<file path="src/rtl/spi_slave.sv">
// SPI slave front-end for a RAM: receives 10-bit command/payload frames on MOSI
// and, for read-data commands, returns the RAM byte on MISO MSB first.
module spi_slave (
    input  logic       clk,
    input  logic       rst,
    input  logic       SS_n,
    input  logic       MOSI,
    output logic       MISO,
    output logic [9:0] rx_data,
    output logic       rx_valid,
    input  logic [7:0] tx_data,
    input  logic       tx_valid
);

    typedef enum logic [2:0] {
        IDLE      = 3'd0,
        CHK_CMD   = 3'd1,
        WRITE     = 3'd2,
        READ_ADD  = 3'd3,
        READ_DATA = 3'd4
    } state_t;

    state_t      state_reg;
    state_t      state_next;
    logic [3:0]  count_reg;
    logic [8:0]  shift_reg;
    logic [9:0]  rx_data_reg;
    logic        rx_valid_reg;
    logic        miso_reg;
    logic        rd_addr_seen_reg;
    logic [7:0]  tx_byte_reg;
    logic        latched_reg;
    logic        shifting_reg;
    logic [2:0]  miso_cnt_reg;

    always_ff @(posedge clk) begin
        if (rst) begin
            state_reg <= IDLE;
        end else begin
            state_reg <= state_next;
        end
    end

    always_comb begin
        state_next = state_reg;
        if (state_reg == IDLE) begin
            if (!SS_n) begin
                state_next = CHK_CMD;
            end
        end else if (SS_n) begin
            state_next = IDLE;
        end else if (state_reg == CHK_CMD) begin
            if (!MOSI) begin
                state_next = WRITE;
            end else if (rd_addr_seen_reg) begin
                state_next = READ_DATA;
            end else begin
                state_next = READ_ADD;
            end
        end
    end

    always_ff @(posedge clk) begin
        if (rst) begin
            count_reg        <= 4'd0;
            shift_reg        <= 9'd0;
            rx_data_reg      <= 10'h000;
            rx_valid_reg     <= 1'b0;
            miso_reg         <= 1'b0;
            rd_addr_seen_reg <= 1'b0;
            tx_byte_reg      <= 8'd0;
            latched_reg      <= 1'b0;
            shifting_reg     <= 1'b0;
            miso_cnt_reg     <= 3'd0;
        end else begin
            rx_valid_reg <= 1'b0;
            if (state_reg == IDLE || SS_n) begin
                // An abort right after bit0 finished still counts as a completed read.
                if (shifting_reg && miso_cnt_reg == 3'd0) begin
                    rd_addr_seen_reg <= 1'b0;
                end
                count_reg    <= 4'd0;
                latched_reg  <= 1'b0;
                shifting_reg <= 1'b0;
                miso_cnt_reg <= 3'd0;
                miso_reg     <= 1'b0;
            end else begin
                case (state_reg)
                    CHK_CMD: begin
                        shift_reg <= {8'd0, MOSI};
                        count_reg <= 4'd1;
                    end
                    default: begin
                        if (count_reg < 4'd10) begin
                            shift_reg <= {shift_reg[7:0], MOSI};
                            count_reg <= count_reg + 4'd1;
                            if (count_reg == 4'd9) begin
                                rx_data_reg  <= {shift_reg, MOSI};
                                rx_valid_reg <= 1'b1;
                                if (state_reg == READ_ADD) begin
                                    rd_addr_seen_reg <= 1'b1;
                                end
                            end
                        end else if (state_reg == READ_DATA) begin
                            if (!latched_reg) begin
                                if (tx_valid) begin
                                    tx_byte_reg  <= tx_data;
                                    latched_reg  <= 1'b1;
                                    shifting_reg <= 1'b1;
                                    miso_reg     <= tx_data[7];
                                    miso_cnt_reg <= 3'd7;
                                end
                            end else if (shifting_reg) begin
                                if (miso_cnt_reg != 3'd0) begin
                                    miso_reg     <= tx_byte_reg[miso_cnt_reg - 3'd1];
                                    miso_cnt_reg <= miso_cnt_reg - 3'd1;
                                end else begin
                                    miso_reg         <= 1'b0;
                                    shifting_reg     <= 1'b0;
                                    rd_addr_seen_reg <= 1'b0;
                                end
                            end
                        end
                    end
                endcase
            end
        end
    end

    assign MISO     = miso_reg;
    assign rx_data  = rx_data_reg;
    assign rx_valid = rx_valid_reg;

endmodule

</file>
<file path="config.mk">
export PLATFORM = sky130hd
export DESIGN_NAME = spi_slave
export DESIGN_NICKNAME = d
export VERILOG_FILES = /design/src/rtl/spi_slave.sv
export SDC_FILE = /design/constraint.sdc
export NUM_CORES = 1
export LEC_CHECK = 0
export ABC_CLOCK_PERIOD_IN_PS = 2600
export CORE_ASPECT_RATIO = 1.5
export CORE_MARGIN = 1.5
export CORE_UTILIZATION = 50
export CTS_CLUSTER_SIZE = 10
export DETAILED_ROUTE_END_ITERATION = 16
export PLACE_DENSITY_LB_ADDON = 0.1
export SKIP_CTS_REPAIR_TIMING = 1
export SLEW_MARGIN = 10
export SYNTH_ARGS = -nofsm -noshare
export SYNTH_HDL_FRONTEND = slang
export SYNTH_SLANG_ARGS = --single-unit
</file>
<file path="constraint.sdc">
create_clock -name clk -period 2.6 [get_ports clk]
set_input_delay 0.52 -clock clk [delete_from_list [all_inputs] [get_ports clk]]
set_output_delay 0.52 -clock clk [all_outputs]
set_load 0.005 [all_outputs]
</file>
==> results.py, run 1 <==
metrics = {
    "sta": {
        "tns_ns": 0,
        "finalSetupViolCount": 0,
        "slew_headroom_pct": 66.7,
        "worstMarginPinSlew_ns": 0.497,
        "hold_violations": 0,
        "fmax_mhz": 576,
        "slew_violations": 0,
        "finClkSkew_ns": 0.00491,
        "period_share_pct": 66.7,
        "post-route-min-period_ns": 1.73,
        "rsz0062_at_grt": "false",
    },
    "grt": {
        "grt_max_degree": 20,
        "grt_pass1_wl_um": 6600,
        "gr-usage-all-layers_pct": 21.3,
        "grt_pass1_vias": 1525,
        "overflow": 0,
        "antenna_found_initial": 0,
    },
    "die": {
        "dieWidth_um": 52.2,
        "start_util_pct": 52.7,
        "fp.dieH_um": 76.8,
        "ioPinCount": 25,
        "fp.dieArea_um2": 4010,
        "num_rows": 26,
        "core_um2": 3450,
    },
    "synth": {
        "synth_top_cells_by_area": "dfxtp_1 (46%), mux2i_1 (7.2%), nor2_1 (5.2%), a21oi_1 (5.0%), nand3_1 (3.6%)",
        "ys_ff_latch": 42,
        "syn_area_um2": 1820,
        "yosys.area.top_type": "dfxtp_1",
        "ys_seq_area_share_pct": 46.3,
        "ys_warn_count": 0,
        "syn-num-nets": 212,
        "syn_avg_cell_area_um2": 9.32,
        "synth_cells": 195,
        "synth.distinct_cells": 38,
        "synth_top_cell_area_share_pct": 46.3,
        "async_flop_share_pct": 0,
        "synth_flop_cell": "dfxtp_1",
        "synth-edff-count": 0,
    },
    "critical_path": {
        "start_kind": "input pin",
        "cp_slowest_stage_delay_ns": 0.63,
        "required_ns": 2.81,
        "worstPathArrival_ns": 1.95,
        "r2r_end": "miso_cnt_reg[1]",
        "slowest_stage": "clkdlybuf4s50_1",
        "r2r_slack_ns": 0.96,
        "crit_chain": "clkdlybuf4s50_1, nor2_1, o21ai_0, nor3_1",
        "cp_max_fo": 12,
        "worstSetupPathType": "input pin to register",
        "end_kind": "register",
        "ff2ff_path_depth": 6,
        "rr_startpoint": "miso_cnt_reg[0]",
    },
    "drt": {
        "num_vias": 1476,
        "vias_per_cell": 5.61,
        "post_drt_wl_per_cell_um": 14.4,
        "wirelength_um": 3780,
        "ant_nets": 0,
        "firstDrtPassIters": 4,
        "drt_iter0_markers": 23,
        "drc": 0,
    },
    "cells_and_area": {
        "multiInputGateArea_um2": 885,
        "layout-area-overhead-vs-synth_pct": 19.2,
        "largest_reg_flops": 10,
        "fin_nets": 237,
        "n_antenna_cell": 0,
        "drive_above_1_share_pct": 9.50,
        "seq_area_um2": 841,
        "fill_cells": 311,
        "final_common_cell": "dfxtp_1",
        "layout_common_cells": "dfxtp_1 (42), nor2_1 (25), clkdlybuf4s50_1 (24)",
        "final_util_pct": 62.8,
        "fin_area_um2": 2170,
    },
    "place": {
        "place_congestion": 0.738,
        "placed_area_um2": 2070,
        "dpl.hpwl_um": 2860,
        "io_buffer_count": 24,
    },
    "clocking": {
        "cts_tree": "done",
        "clockBufferDepth": 2,
        "ctsRootBufferMaster": "clkbuf_8",
        "clock_latency_ns": 0.29,
        "numCtsBuffers": 5,
        "cts_sinks": 42,
        "cts.clk_slew.worst_paths_ns": 0.08,
        "htree_num_levels": 2,
    },
    "pwr": {
        "p_leak_nw": 0.717,
        "powerDensity_nw_per_um2": 524,
        "power_mw": 1.14,
        "ir_drop_uv": 403,
    },
    "hold_path": {
        "whs_endpoint": "miso_cnt_reg[2]",
        "min_from": "miso_cnt_reg[2]",
        "hold_depth": 1,
        "worst_hold_path_type": "register to register",
    },
    "job": {
        "cap_violations": 0,
    },
    "run_status": {
        "status": "complete, no violations",
    },
}
-- worst max path at each step --
stage	startpoint	endpoint	slack (ns)	cells past startpoint
after floorplan	SS_n	tx_byte_reg[3]	1.11	6
after global placement	rst	count_reg[2]	0.63	4
after detailed placement	SS_n	tx_byte_reg[0]	0.56	5
after CTS	SS_n	tx_byte_reg[0]	0.88	5
after global routing	SS_n	tx_byte_reg[1]	0.70	5
final	rst	count_reg[2]	0.87	4
-- cell usage after synthesis (3+ instances only) --
| master | number |
|---|---|
| dfxtp_1 | 42 |
| clkbuf_1 | 4 |
| inv_1 | 11 |
| a22oi_1 | 8 |
| nor2_1 | 25 |
| mux2i_1 | 13 |
| a31oi_1 | 3 |
| nand3_1 | 13 |
| o21a_1 | 5 |
| a21oi_1 | 18 |
| o21ai_0 | 13 |
| nand2_1 | 6 |
| nor3_1 | 3 |
| ha_1 | 4 |
-- logic make-up after synthesis --
family | after synthesis | share of synthesized area (%)
mux | 15 | 9.02
xor+xnor | 1 | 0.482
flops | 42 | 46.3
compound gates | 54 | 18.9
fa+ha+maj | 4 | 2.75
buf+inv | 19 | 5.03
simple gates | 60 | 17.5
-- per-layer routing --
metal / track usage (%) / vias up / share of wire [%]
met3: 5.45 / 6 / 4.2
met2: 36.8 / 26 / 51
met5: 0 / - / 0
met4: 7.69 / 0 / 1.6
met1: 24.7 / 698 / 43
li1: - / 746 / -
-- stage by stage --
step	setup WS (ns)	instances	hold WS [ns]
3_5_place_dp	0.561	255	0.473
4_1_cts	0.881	263	0.484
5_1_grt	0.697	263	0.502
2_1_floorplan	1.11	195	0.441
3_3_place_gp	0.628	255	0.458
6_report	0.865	263	0.488
-- critical path: cells and delay by family --
kind / cells / cell delay, ns
buffers and inverters: 1 / 0.63
and+or+nand+nor: 2 / 0.54
AOI/OAI and AO/OA: 1 / 0.25
-- cell type report --
class | instances | share of cell area (%)
inverter | 11 | 1.91
sequential | 42 | 38.8
clock buffer | 7 | 3.99
clock inverter | 1 | 0.231
multi-input combinational | 134 | 40.8
timing repair buffer | 26 | 11.8
tap | 42 | 2.43
-- where the power goes --
| part | internal, mW | switching, mW | total (mW) |
|---|---|---|---|
| sequential | 0.645 | 0.00518 | 0.651 |
| combinational | 0.0271 | 0.0295 | 0.0566 |
| clock | 0.214 | 0.214 | 0.428 |
| total | 0.887 | 0.249 | 1.14 |
No activity file was read; power rests on OpenSTA's default activity.
==> run 2: changes to the inputs <==
--- a/config.mk
+++ b/config.mk
@@ -5,7 +5,7 @@
 export SDC_FILE = /design/constraint.sdc
 export NUM_CORES = 1
 export LEC_CHECK = 0
-export ABC_CLOCK_PERIOD_IN_PS = 2600
+export ABC_CLOCK_PERIOD_IN_PS = 1750
 export CORE_ASPECT_RATIO = 1.5
 export CORE_MARGIN = 1.5
 export CORE_UTILIZATION = 50
==> constraint.sdc (replaced) <==
create_clock -name clk -period 1.75 [get_ports clk]
set_input_delay 0.35 -clock clk [delete_from_list [all_inputs] [get_ports clk]]
set_output_delay 0.35 -clock clk [all_outputs]
set_load 0.005 [all_outputs]
==> results.py, run 2 (synthesis gave the netlist of run 1 again) <==
metrics = {
    "sta": {
        "hold_violations": 0,
        "slew_violations": 0,
        "postLayoutSetupSlackWorst_ns": 0.191,
        "rsz0062_at_grt": "false",
        "tns_ns": 0,
        "post-route-min-period_ns": 1.56,
        "whs_ns": 0.479,
        "worstMarginPinSlew_ns": 0.449,
        "slew_headroom_pct": 70.0,
        "finClkSkew_ns": 0.00746,
        "period_share_pct": 89.1,
        "fmax_mhz": 641,
        "finalSetupViolCount": 0,
    },
    "cells_and_area": {
        "seq_area_um2": 841,
        "fill_cells": 305,
        "fin_cells": 268,
        "layout-area-overhead-vs-synth_pct": 24.1,
        "layout_common_cells": "dfxtp_1 (42), nor2_1 (25), clkdlybuf4s50_1 (24)",
        "fin_area_um2": 2250,
        "fin_nets": 242,
        "largest_reg_flops": 10,
        "multiInputGateArea_um2": 885,
        "final_common_cell": "dfxtp_1",
        "n_antenna_cell": 0,
        "drive_above_1_share_pct": 11.9,
        "final_util_pct": 65.4,
    },
    "clocking": {
        "cts.clk_slew.worst_paths_ns": 0.08,
        "cts_tree": "done",
        "numCtsBuffers": 5,
        "htree_num_levels": 2,
        "cts_sinks": 42,
        "clockBufferDepth": 2,
        "ctsRootBufferMaster": "clkbuf_8",
        "clock_latency_ns": 0.29,
    },
    "die": {
        "start_util_pct": 52.7,
        "fp.dieArea_um2": 4010,
        "core_um2": 3450,
        "num_rows": 26,
        "fp.dieH_um": 76.8,
        "ioPinCount": 25,
        "dieWidth_um": 52.2,
    },
    "drt": {
        "num_vias": 1515,
        "firstDrtPassIters": 6,
        "vias_per_cell": 5.65,
        "drc": 0,
        "post_drt_wl_per_cell_um": 15.1,
        "drt_iter0_markers": 34,
        "ant_nets": 0,
        "wirelength_um": 4050,
    },
    "grt": {
        "overflow": 0,
        "grt_pass1_vias": 1539,
        "gr-usage-all-layers_pct": 22.1,
        "antenna_found_initial": 0,
        "grt_max_degree": 28,
        "grt_pass1_wl_um": 6720,
    },
    "critical_path": {
        "critPathBufInv": 1,
        "worstSetupPathType": "register to register",
        "cpLargestDelayFamily": "simple AND/OR/NAND/NOR gates",
        "end_kind": "register",
        "worstPathArrival_ns": 1.74,
        "slowest_stage": "dfxtp_1",
        "required_ns": 1.93,
        "cp_max_fo": 5,
        "cp_slowest_stage_delay_ns": 0.42,
        "start_kind": "register",
        "crit_chain": "ha_1, nand4bb_1, nor3_2, buf_4, mux2i_1, nor2_1",
    },
    "hold_path": {
        "worst_hold_path_type": "register to register",
    },
    "pwr": {
        "power_mw": 2.00,
        "powerDensity_nw_per_um2": 885,
        "p_leak_nw": 0.766,
        "ir_drop_uv": 703,
    },
    "place": {
        "place_ws_ns": 0.0577,
        "dpl.hpwl_um": 2940,
        "place_congestion": 0.893,
        "io_buffer_count": 24,
        "placed_cells": 260,
        "placed_area_um2": 2110,
    },
    "job": {
        "cap_violations": 0,
    },
    "run_status": {
        "status": "complete, no violations",
    },
}
[run 2: tightest hold or removal path, cell delays in order, from the launching register on]
cell and delay [ns]:
dfxtp_1 0.31, o21ai_0 0.06, a21oi_1 0.06
[run 2: cell type report]
class | count | area share [%]
well taps | 42 | 2.33
flip-flops and latches | 42 | 37.3
clock inverters | 2 | 2.66
multi-input cells | 134 | 39.2
inverters | 11 | 1.83
repair buffers | 31 | 13.0
clock buffers | 6 | 3.66
[run 2: routing by layer]
layer | wire length, um | up-vias | global-route usage (%) | share of wire (%)
li1 | - | 760 | - | -
met2 | 2110 | 34 | 39.0 | 52
met3 | 143 | 4 | 6.23 | 3.5
met5 | 0 | - | 0 | 0
met1 | 1740 | 717 | 23.2 | 43
met4 | 61 | 0 | 10.0 | 1.5
[run 2: worst paths after layout]
kind | startpoint | endpoint | slack, ns | cells past startpoint
min | tx_byte_reg[2] | tx_byte_reg[2] | 0.48 | 2
max | count_reg[0] | rx_data[3] | 0.19 | 6
min reg2reg | tx_byte_reg[2] | tx_byte_reg[2] | 0.48 | 2
max reg2reg | count_reg[0] | rx_data[3] | 0.19 | 6
[run 2: power by group]
| group | leakage, nW | switching (mW) | internal (mW) | total, mW |
|---|---|---|---|---|
| clock network | 0.0714 | 0.330 | 0.608 | 0.939 |
| logic | 0.356 | 0.0460 | 0.0438 | 0.0899 |
| registers | 0.339 | 0.00786 | 0.959 | 0.967 |
==> run 3: changes to the inputs <==
--- a/config.mk
+++ b/config.mk
@@ -11,9 +11,11 @@
 export CORE_UTILIZATION = 50
 export CTS_CLUSTER_SIZE = 10
 export DETAILED_ROUTE_END_ITERATION = 16
+export HOLD_SLACK_MARGIN = 0.1
 export PLACE_DENSITY_LB_ADDON = 0.1
 export SKIP_CTS_REPAIR_TIMING = 1
 export SLEW_MARGIN = 10
 export SYNTH_ARGS = -nofsm -noshare
 export SYNTH_HDL_FRONTEND = slang
 export SYNTH_SLANG_ARGS = --single-unit
+export TNS_END_PERCENT = 1
==> results of run 3 <==
No change in the layout: final DEF, timing and power equal those of run 2.
